$ cat src/rtl/pipe_hazard_ctrl.sv
// pipe_hazard_ctrl: operand forwarding, load-use stall and branch flush control
// between decode and the ALU operand inputs of the in-order pipeline.
module pipe_hazard_ctrl #(
  parameter int unsigned DATA_W    = 16,
  parameter int unsigned REG_AW    = 4,
  parameter int unsigned NUM_SRC   = 2,
  parameter int unsigned FWD_DEPTH = 2,
  parameter int unsigned LOAD_LAT  = 1,
  parameter int unsigned BR_FLUSH  = 2,
  parameter int unsigned ZERO_REG  = 1
) (
  input  logic                          Clk,
  input  logic                          Rst,
  input  logic                          id_valid,
  input  logic [NUM_SRC*REG_AW-1:0]     id_src_addr,
  input  logic [NUM_SRC-1:0]            id_src_used,
  input  logic [REG_AW-1:0]             id_dst_addr,
  input  logic                          id_wen,
  input  logic                          id_is_load,
  input  logic [NUM_SRC*DATA_W-1:0]     rf_data,
  input  logic [FWD_DEPTH*DATA_W-1:0]   stage_data,
  input  logic                          br_taken,
  output logic                          stall,
  output logic                          flush,
  output logic                          issue,
  output logic [NUM_SRC*3-1:0]          fwd_sel,
  output logic [NUM_SRC*DATA_W-1:0]     operand,
  output logic [15:0]                   stall_count,
  output logic [15:0]                   flush_count
);

  typedef struct packed {
    logic              valid;
    logic              wen;
    logic [REG_AW-1:0] dst;
    logic              is_load;
  } entry_t;

  typedef enum logic {S_IDLE, S_FLUSH} state_t;

  // The br_taken cycle is itself the first flush cycle, so the FLUSH state
  // only has to cover the remaining BR_FLUSH-1 cycles.
  localparam bit        MULTI_FLUSH  = (BR_FLUSH > 1);
  localparam logic [3:0] FLUSH_RELOAD = 4'((BR_FLUSH > 1) ? BR_FLUSH - 2 : 0);

  entry_t            sb [FWD_DEPTH];
  state_t            state, state_next;
  logic [3:0]        fcnt, fcnt_next;
  logic              load_hit;
  logic [REG_AW-1:0] src;
  logic              is_zero;
  logic              found;
  logic              found_ld;
  int unsigned       sel_k;

  // Scoreboard shift: always advances, stall only blocks entry into stage 0.
  always_ff @(posedge Clk) begin
    if (!Rst) begin
      for (int unsigned k = 0; k < FWD_DEPTH; k++) sb[k] <= '0;
    end else begin
      sb[0] <= issue ? {1'b1, id_wen, id_dst_addr, id_is_load} : '0;
      for (int unsigned k = 1; k < FWD_DEPTH; k++) sb[k] <= sb[k-1];
    end
  end

  // Per-source youngest-producer search, operand mux and load-use detection.
  always_comb begin
    fwd_sel  = '0;
    operand  = '0;
    load_hit = 1'b0;
    src      = '0;
    is_zero  = 1'b0;
    found    = 1'b0;
    found_ld = 1'b0;
    sel_k    = 0;
    for (int unsigned i = 0; i < NUM_SRC; i++) begin
      src      = id_src_addr[i*REG_AW +: REG_AW];
      is_zero  = (ZERO_REG != 0) && (src == '0);
      found    = 1'b0;
      found_ld = 1'b0;
      sel_k    = 0;
      for (int unsigned k = 0; k < FWD_DEPTH; k++) begin
        if (!found && id_src_used[i] && !is_zero && sb[k].valid && sb[k].wen &&
            (sb[k].dst == src)) begin
          found    = 1'b1;
          sel_k    = k;
          found_ld = sb[k].is_load && (k < LOAD_LAT);
        end
      end
      if (found) begin
        fwd_sel[i*3 +: 3]          = 3'(sel_k + 1);
        operand[i*DATA_W +: DATA_W] = stage_data[sel_k*DATA_W +: DATA_W];
        if (found_ld) load_hit = 1'b1;
      end else begin
        operand[i*DATA_W +: DATA_W] = rf_data[i*DATA_W +: DATA_W];
      end
      if (is_zero) operand[i*DATA_W +: DATA_W] = '0;
    end
  end

  // Flush FSM state and down-counter register.
  always_ff @(posedge Clk) begin
    if (!Rst) begin
      state <= S_IDLE;
      fcnt  <= '0;
    end else begin
      state <= state_next;
      fcnt  <= fcnt_next;
    end
  end

  // Flush FSM next state; a branch in any state (re)starts the flush window.
  always_comb begin
    state_next = state;
    fcnt_next  = fcnt;
    if (br_taken) begin
      if (MULTI_FLUSH) begin
        state_next = S_FLUSH;
        fcnt_next  = FLUSH_RELOAD;
      end else begin
        state_next = S_IDLE;
        fcnt_next  = '0;
      end
    end else if (state == S_FLUSH) begin
      if (fcnt == '0) state_next = S_IDLE;
      else            fcnt_next  = fcnt - 4'd1;
    end
  end

  // Pipeline control: flush wins over stall, issue only when neither.
  always_comb begin
    flush = br_taken | (state == S_FLUSH);
    stall = id_valid & ~flush & load_hit;
    issue = id_valid & ~stall & ~flush;
  end

  // Saturating event counters.
  always_ff @(posedge Clk) begin
    if (!Rst) begin
      stall_count <= '0;
      flush_count <= '0;
    end else begin
      if (stall && (stall_count != '1)) stall_count <= stall_count + 16'd1;
      if (flush && (flush_count != '1)) flush_count <= flush_count + 16'd1;
    end
  end

endmodule
$ cat config.mk
export PLATFORM = sky130hd
export DESIGN_NAME = pipe_hazard_ctrl
export DESIGN_NICKNAME = d
export VERILOG_FILES = /design/src/rtl/pipe_hazard_ctrl.sv
export SDC_FILE = /design/constraint.sdc
export NUM_CORES = 1
export LEC_CHECK = 0
export CAP_MARGIN = 20
export CORE_ASPECT_RATIO = 1.1
export CORE_MARGIN = 2
export CORE_UTILIZATION = 46
export DETAILED_ROUTE_END_ITERATION = 16
export PLACE_DENSITY = 0.9
export SLEW_MARGIN = 5
export SYNTH_ARGS = -nofsm -noshare
export SYNTH_HDL_FRONTEND = slang
export SYNTH_SLANG_ARGS = --single-unit
$ cat constraint.sdc
create_clock -name Clk -period 4.17 [get_ports Clk]
set_input_delay 0.834 -clock Clk [delete_from_list [all_inputs] [get_ports Clk]]
set_output_delay 0.834 -clock Clk [all_outputs]
set_load 0.03 [all_outputs]
### After elaboration in Yosys (flattened, before gate mapping)

Memory sizes are Yosys's and may differ from the RTL's.
Index checks and enable logic that the tools add are counted.

* bits in writable memories: 14
* bits in latches: 0
* output and inout port bits: 73
* register bits after elaboration: 37
* memory bits (read-only): 0
* memories: 1

* eq/ne operators: 6
* multiplexer cells: 28
* divide/modulo/power cells: 0
* multipliers: 0
* reductions and logical operators: 29
* bitwise gates (word level): 11
* shifts and indexed selects: 2
* $add $sub $neg: 5
* magnitude comparators: 0

Memory list
* sb: words 2, width 7, rd ports 2, clocked after Yosys merged registers in 0, write ports 2, line 46 `entry_t sb [FWD_DEPTH];`

Operators by type and width (number)
* 32-bit by 33-bit indexed part select with 16-bit output: 2
* 16-bit 2-to-1 mux: 4
* 16-bit by 1-bit adder with 16-bit output, second input constant: 2
* 16-bit inequality test, second input constant: 2
* 7-bit 2-to-1 mux: 3
* 1-bit logical AND: 20
* 1-bit 2-to-1 mux: 19
* 4-bit == test: 4
* 4-bit logical NOT: 3
* 3-bit by 1-bit adder with 3-bit output, second input constant: 2
* 3-bit 2-to-1 mux: 2
* 1-bit bitwise AND: 4
* 1-bit logical NOT: 4
* 1-bit NOT: 4
* 4-bit by 1-bit subtractor with 4-bit output, second input constant: 1
* 1-bit OR: 3
* 2-bit AND reduction: 1
* 2-bit OR reduction: 1

### Logic depth before layout (Yosys ltp)

* depth after elaboration: 24
* gate-level depth with buffers: 8
* gate-level depth less buffers: 6

### Least setup slack after synthesis

OpenSTA, ideal clock, no wires.

* path type: input-to-output
* start point: in id_src_addr[0]
* end point: out operand[3]
* required time: 3.336 ns
* cell stages on the path: 6
* buffers on the path: 2
* setup slack: 0.722 ns
* arrival time: 2.614 ns
* cell sequence: nor4_4 nand4b_4 buf_6 buf_4 nor2_1 a211oi_1

* cells in the longest elaborated chain, start to end: 17
* elaborated cells on any way between the ends: 20
* those cells by class: 2 x eq/ne; 1 x shift; 5 x mux; 12 x reduce/logical

RTL lines
* start, declared: line 15 `input logic [NUM_SRC*REG_AW-1:0] id_src_addr,`
* 4-bit logical NOT: line 78 `is_zero = (ZERO_REG != 0) && (src == '0);`
* 1-bit logical NOT: line 83 `if (!found && id_src_used[i] && !is_zero && sb[k].valid && sb[k].wen &&`
* 1-bit logical AND (4 in series): line 83
* 1-bit 2-to-1 mux: line 83
* 1-bit logical NOT: line 83
* 1-bit logical AND (5 in series): line 83
* 1-bit 2-to-1 mux: line 83
* 32-bit by 33-bit indexed part select with 16-bit output: line 92 `operand[i*DATA_W +: DATA_W] = stage_data[sel_k*DATA_W +: DATA_W];`
* 16-bit 2-to-1 mux: line 90 `if (found) begin`
* 16-bit 2-to-1 mux (*): line 97 `if (is_zero) operand[i*DATA_W +: DATA_W] = '0;`
* end, declared: line 27 `output logic [NUM_SRC*DATA_W-1:0] operand,`

Mark *: on every way between the ends. The rest lies on a longest branch, timed or not.

### Final worst setup path

* start point: in id_src_addr[4]
* end point: out stall

* cells in the longest elaborated chain, start to end: 17
* elaborated cells on any way between the ends: 21
* those cells by class: 2 x eq/ne; 6 x mux; 1 x bitwise; 12 x reduce/logical

RTL lines
* 4-bit logical NOT: line 78
* 1-bit logical NOT: line 83
* 1-bit logical AND (4 in series): line 83
* 1-bit 2-to-1 mux: line 83
* 1-bit logical NOT: line 83
* 1-bit logical AND (5 in series): line 83
* 1-bit 2-to-1 mux: line 83
* 1-bit 2-to-1 mux: line 93 `if (found_ld) load_hit = 1'b1;`
* 1-bit 2-to-1 mux (*): line 90
* 1-bit bitwise AND (*): line 133 `stall = id_valid & ~flush & load_hit;`
* end, declared: line 23 `output logic stall,`

Marks and branches as above.

==> metrics.log <==
INFO  metric run_status = completed
INFO  metric sw_pwr = 0.296 mW
INFO  metric synth_async_sr_flop_share = 0%
INFO  metric cts.path.max_buffers = 2
INFO  metric regToRegSetupSlack = 2.09 ns
INFO  metric wirelength = 11100 um
INFO  metric setup_violations = 0
INFO  metric wp_data_required = 3.34 ns
INFO  metric final.setup.worst_slack = 0.153 ns
INFO  metric cts.htree.levels = 2
INFO  metric critical_path.slowest_cell = sky130_fd_sc_hd__clkdlybuf4s50_1
INFO  metric share_seq_of_total_power = 42.4%
INFO  metric total_number_of_yosys_warnings = 0
INFO  metric pwr-share-clk = 35.2%
INFO  metric clock_sink_count = 50
INFO  metric grt_antenna_before_repair = 0
INFO  metric dominant_synthesized_flop_cell = sky130_fd_sc_hd__dfxtp_1
INFO  metric floorplan.initialDensity = 47.0%
INFO  metric grt_pass1_vias = 3328
INFO  metric gr-usage-all-layers = 25.0%
INFO  metric fp-row-count = 33
INFO  metric critical_path_peak_fanout = 33
INFO  metric transition_time_at_the_pin_with_the_least_slew_margin = 0.716 ns
INFO  metric path_cells = clkdlybuf4s50_1 -> xor2_1 -> nor4_4 -> nand2_4 -> buf_6 -> a21oi_1 -> clkdlybuf4s50_1
INFO  metric power_per_standard_cell_area = 221 mW/mm2
INFO  metric timing.hold.ws = 0.461 ns
INFO  metric clock-skew-final = 0.00892 ns
INFO  metric total_clock_buffers_created_by_cts = 5
INFO  metric vdd.ir_drop.worst = 0.251 mV
INFO  metric maximum_number_of_pins_on_one_net_before_global_route_repair = 54
INFO  metric clock_root_cell = sky130_fd_sc_hd__clkbuf_8
INFO  metric synth_area_per_cell = 8.70 um2
INFO  metric critical_path_buf_inv_count = 3
INFO  metric fp.dieW = 87.1 um
INFO  metric vias_per_cell = 5.73
INFO  metric io_buf_count = 154
INFO  metric finalHoldViolations = 0
INFO  metric static-leakage-power = 2.09 nW
INFO  metric final_core_utilization = 70.3%
INFO  metric register_area = 0.00100 mm2
INFO  metric slew-limit-headroom = 52.2%
INFO  metric post_cts_hold_buffer_count = 0
INFO  metric hold_ep = sb[0][13]
INFO  metric place.gp.congestion = 0.897
INFO  metric synth_cell_types = 49
INFO  metric first_iter_violations = 167
INFO  metric clkLatencyLatePin = 0.31 ns
INFO  metric netlist_instances = 402
INFO  metric post_cts.repair.setup_buffers = 0
INFO  metric num_vias = 3671
INFO  metric design_power_total = 1.15 mW
INFO  metric synth_most_common_cell = sky130_fd_sc_hd__dfxtp_1
INFO  metric drt-wirelength-per-cell = 17.4 um
INFO  metric synth_area_leader_cell = sky130_fd_sc_hd__dfxtp_1
INFO  metric synthTopCellsByArea = sky130_fd_sc_hd__dfxtp_1 (29%), sky130_fd_sc_hd__mux2i_1 (10%), sky130_fd_sc_hd__nand2_1 (4.6%), sky130_fd_sc_hd__a32o_1 (4.6%), sky130_fd_sc_hd__nor2_1 (4.5%)
INFO  metric floorplan.die.height = 95.4 um
INFO  metric post_route_cells_drive_above_1_share = 14.8%
INFO  metric floorplan.core_area = 0.00743 mm2
INFO  metric stdcell_count = 641
INFO  metric worst_hold_path_stage_count = 1
INFO  metric io_pins = 157
INFO  metric gr-total-overflow = 0
INFO  metric timing.hold.worst.class = flop to flop
INFO  metric tritoncts = done
INFO  metric grt_pass1_wl = 16500 um
INFO  metric reg2reg_depth = 6
INFO  metric critical_path_arrival = 3.18 ns
INFO  metric critPathMaxStageDelay = 0.71 ns
INFO  metric launching_point_of_the_worst_reg2reg_path = state
INFO  metric cap_violations = 0
INFO  metric preCtsSetupSlack = -0.184 ns
INFO  metric detailedRoute.firstPassIterationCount = 5
INFO  metric cts.clk_slew.worst_paths = 0.09 ns
INFO  metric dp_hpwl = 8530 um
INFO  metric setup.worst_path.start_class = input pin
INFO  metric timing.critical_path.max_delay_family = buffers and inverters
INFO  metric yosys-top-cells-count = sky130_fd_sc_hd__dfxtp_1 (50), sky130_fd_sc_hd__nand2_1 (43), sky130_fd_sc_hd__nor2_1 (42)
INFO  metric criticalPathCategory = input pin to output port
INFO  metric crit_top_cell = sky130_fd_sc_hd__clkdlybuf4s50_1
INFO  metric area_fraction_of_the_dominant_cell_type_after_synthesis = 28.6%
INFO  metric floorplan.die_area = 0.00831 mm2
INFO  metric yosys_register_bits = 50
INFO  metric dp.cells = 633
INFO  metric min_from = sb[0][6]
INFO  metric p_int = 0.859 mW
INFO  metric critPathCaptureType = output port
INFO  metric multi_input_comb_area = 0.00232 mm2
INFO  metric num-fill-cells = 560
INFO  metric achievable-frequency = 0.249 GHz
INFO  metric switching_share = 25.6%
INFO  metric pins_over_slew_limit = 0
INFO  metric antenna_cells = 0
INFO  metric pwr-share-comb = 22.4%
INFO  metric ys_seq_area_share = 28.6%
INFO  metric r2r-end = stall_count[14]
INFO  metric design.final.nets = 640
INFO  metric synthToLayoutAreaGrowth = 49.5%
INFO  metric synth-edff-count = 0
INFO  metric finalCritPeriodShare = 96.3%
INFO  metric synthesis.area = 0.00350 mm2
INFO  metric period_minus_slack = 4.02 ns
INFO  metric drtAntennaViolNets = 0
INFO  metric grt_setup_unrepaired = no
INFO  metric drc_errors = 0
layout by cell type, fill, tap and decap left out, drive strengths merged, types with 7 or more instances in the layout:
cell,n
inv,9
xor2,13
nand2,45
nand4,8
nand2b,18
nor2,42
mux2i,35
nand3,15
dlymetal6s2s,13
a211oi,26
dfxtp,50
nor3,18
a31o,16
clkdlybuf4s50,120
a21oi,9
buf,34
a32o,16
and2,7
xnor2,15
power groups by stage:
stage	Clock, mW	Sequential, mW	Combinational (mW)
floorplan	0	0.505	0.111
global placement	0	0.500	0.254
detailed placement	0	0.501	0.259
CTS	0.410	0.490	0.260
global route	0.432	0.491	0.272
finish	0.406	0.490	0.259
worst max path at each step:
stage | start | depth (start not counted) | end | slack, ns
3_5_place_dp | id_src_addr[5] | 7 | operand[16] | -0.18
4_1_cts | id_src_addr[4] | 7 | operand[19] | 0.01
6_report | id_src_addr[4] | 7 | stall | 0.15
2_1_floorplan | id_src_addr[0] | 6 | operand[3] | 0.72
3_3_place_gp | id_src_addr[5] | 7 | operand[21] | -0.06
5_1_grt | id_src_addr[4] | 7 | stall | 0.04
worst reg2reg max path: cells and delay by family (launching register included):
family | cells | cell delay, ns
and+or+nand+nor | 3 | 0.93
buffers and inverters | 1 | 0.24
muxes | 1 | 0.23
DFF | 1 | 0.35
AOI/OAI and AO/OA | 1 | 0.26
routing by layer:
layer  routed length (um)  global-route usage (%)
met2                 5820                    47.6
met5                    0                       0
met3                  808                    4.42
met4                  236                    8.33
met1                 4260                    27.6
cells by family after synthesis:
logic type | share of synthesized area [%]
DFF | 28.6
buffers and inverters | 5.30
xor gates and xnor gates | 7.02
muxes | 10.0
and+or+nand+nor | 26.6
adders and majority gates | 1.07
AOI/OAI and AO/OA | 21.3
other | 0.107
flip-flops by register name (all words and copies together), names as in the netlist:
| signal | cells |
|---|---|
| flush_count | 16 |
| stall_count | 16 |
| sb | 13 |
| fcnt | 4 |
| state | 1 |
metrics by stage:
step | cell area (um2) | TNS, ns
6_report | 5230 | 0
5_1_grt | 5230 | 0
4_1_cts | 5190 | 0
3_5_place_dp | 5040 | -2.07
3_3_place_gp | 5040 | -0.722
2_1_floorplan | 3500 | 0
layout make-up:
type | instances | share of cell area, %
Timing Repair Buffer | 167 | 31.0
Multi-Input combinational cell | 320 | 44.4
Sequential cell | 50 | 19.1
Clock buffer | 5 | 1.32
Clock inverter | 3 | 1.32
Inverter | 9 | 0.694
Tap cell | 87 | 2.08
what timing repair did:
item / CTS / global route
pin swaps: 1 / 0
gates resized for setup: 4 / 13
endpoints found under the hold margin: 0 / 0
setup endpoints to repair: 13 / 13
(Power assumes the default switching activity.)
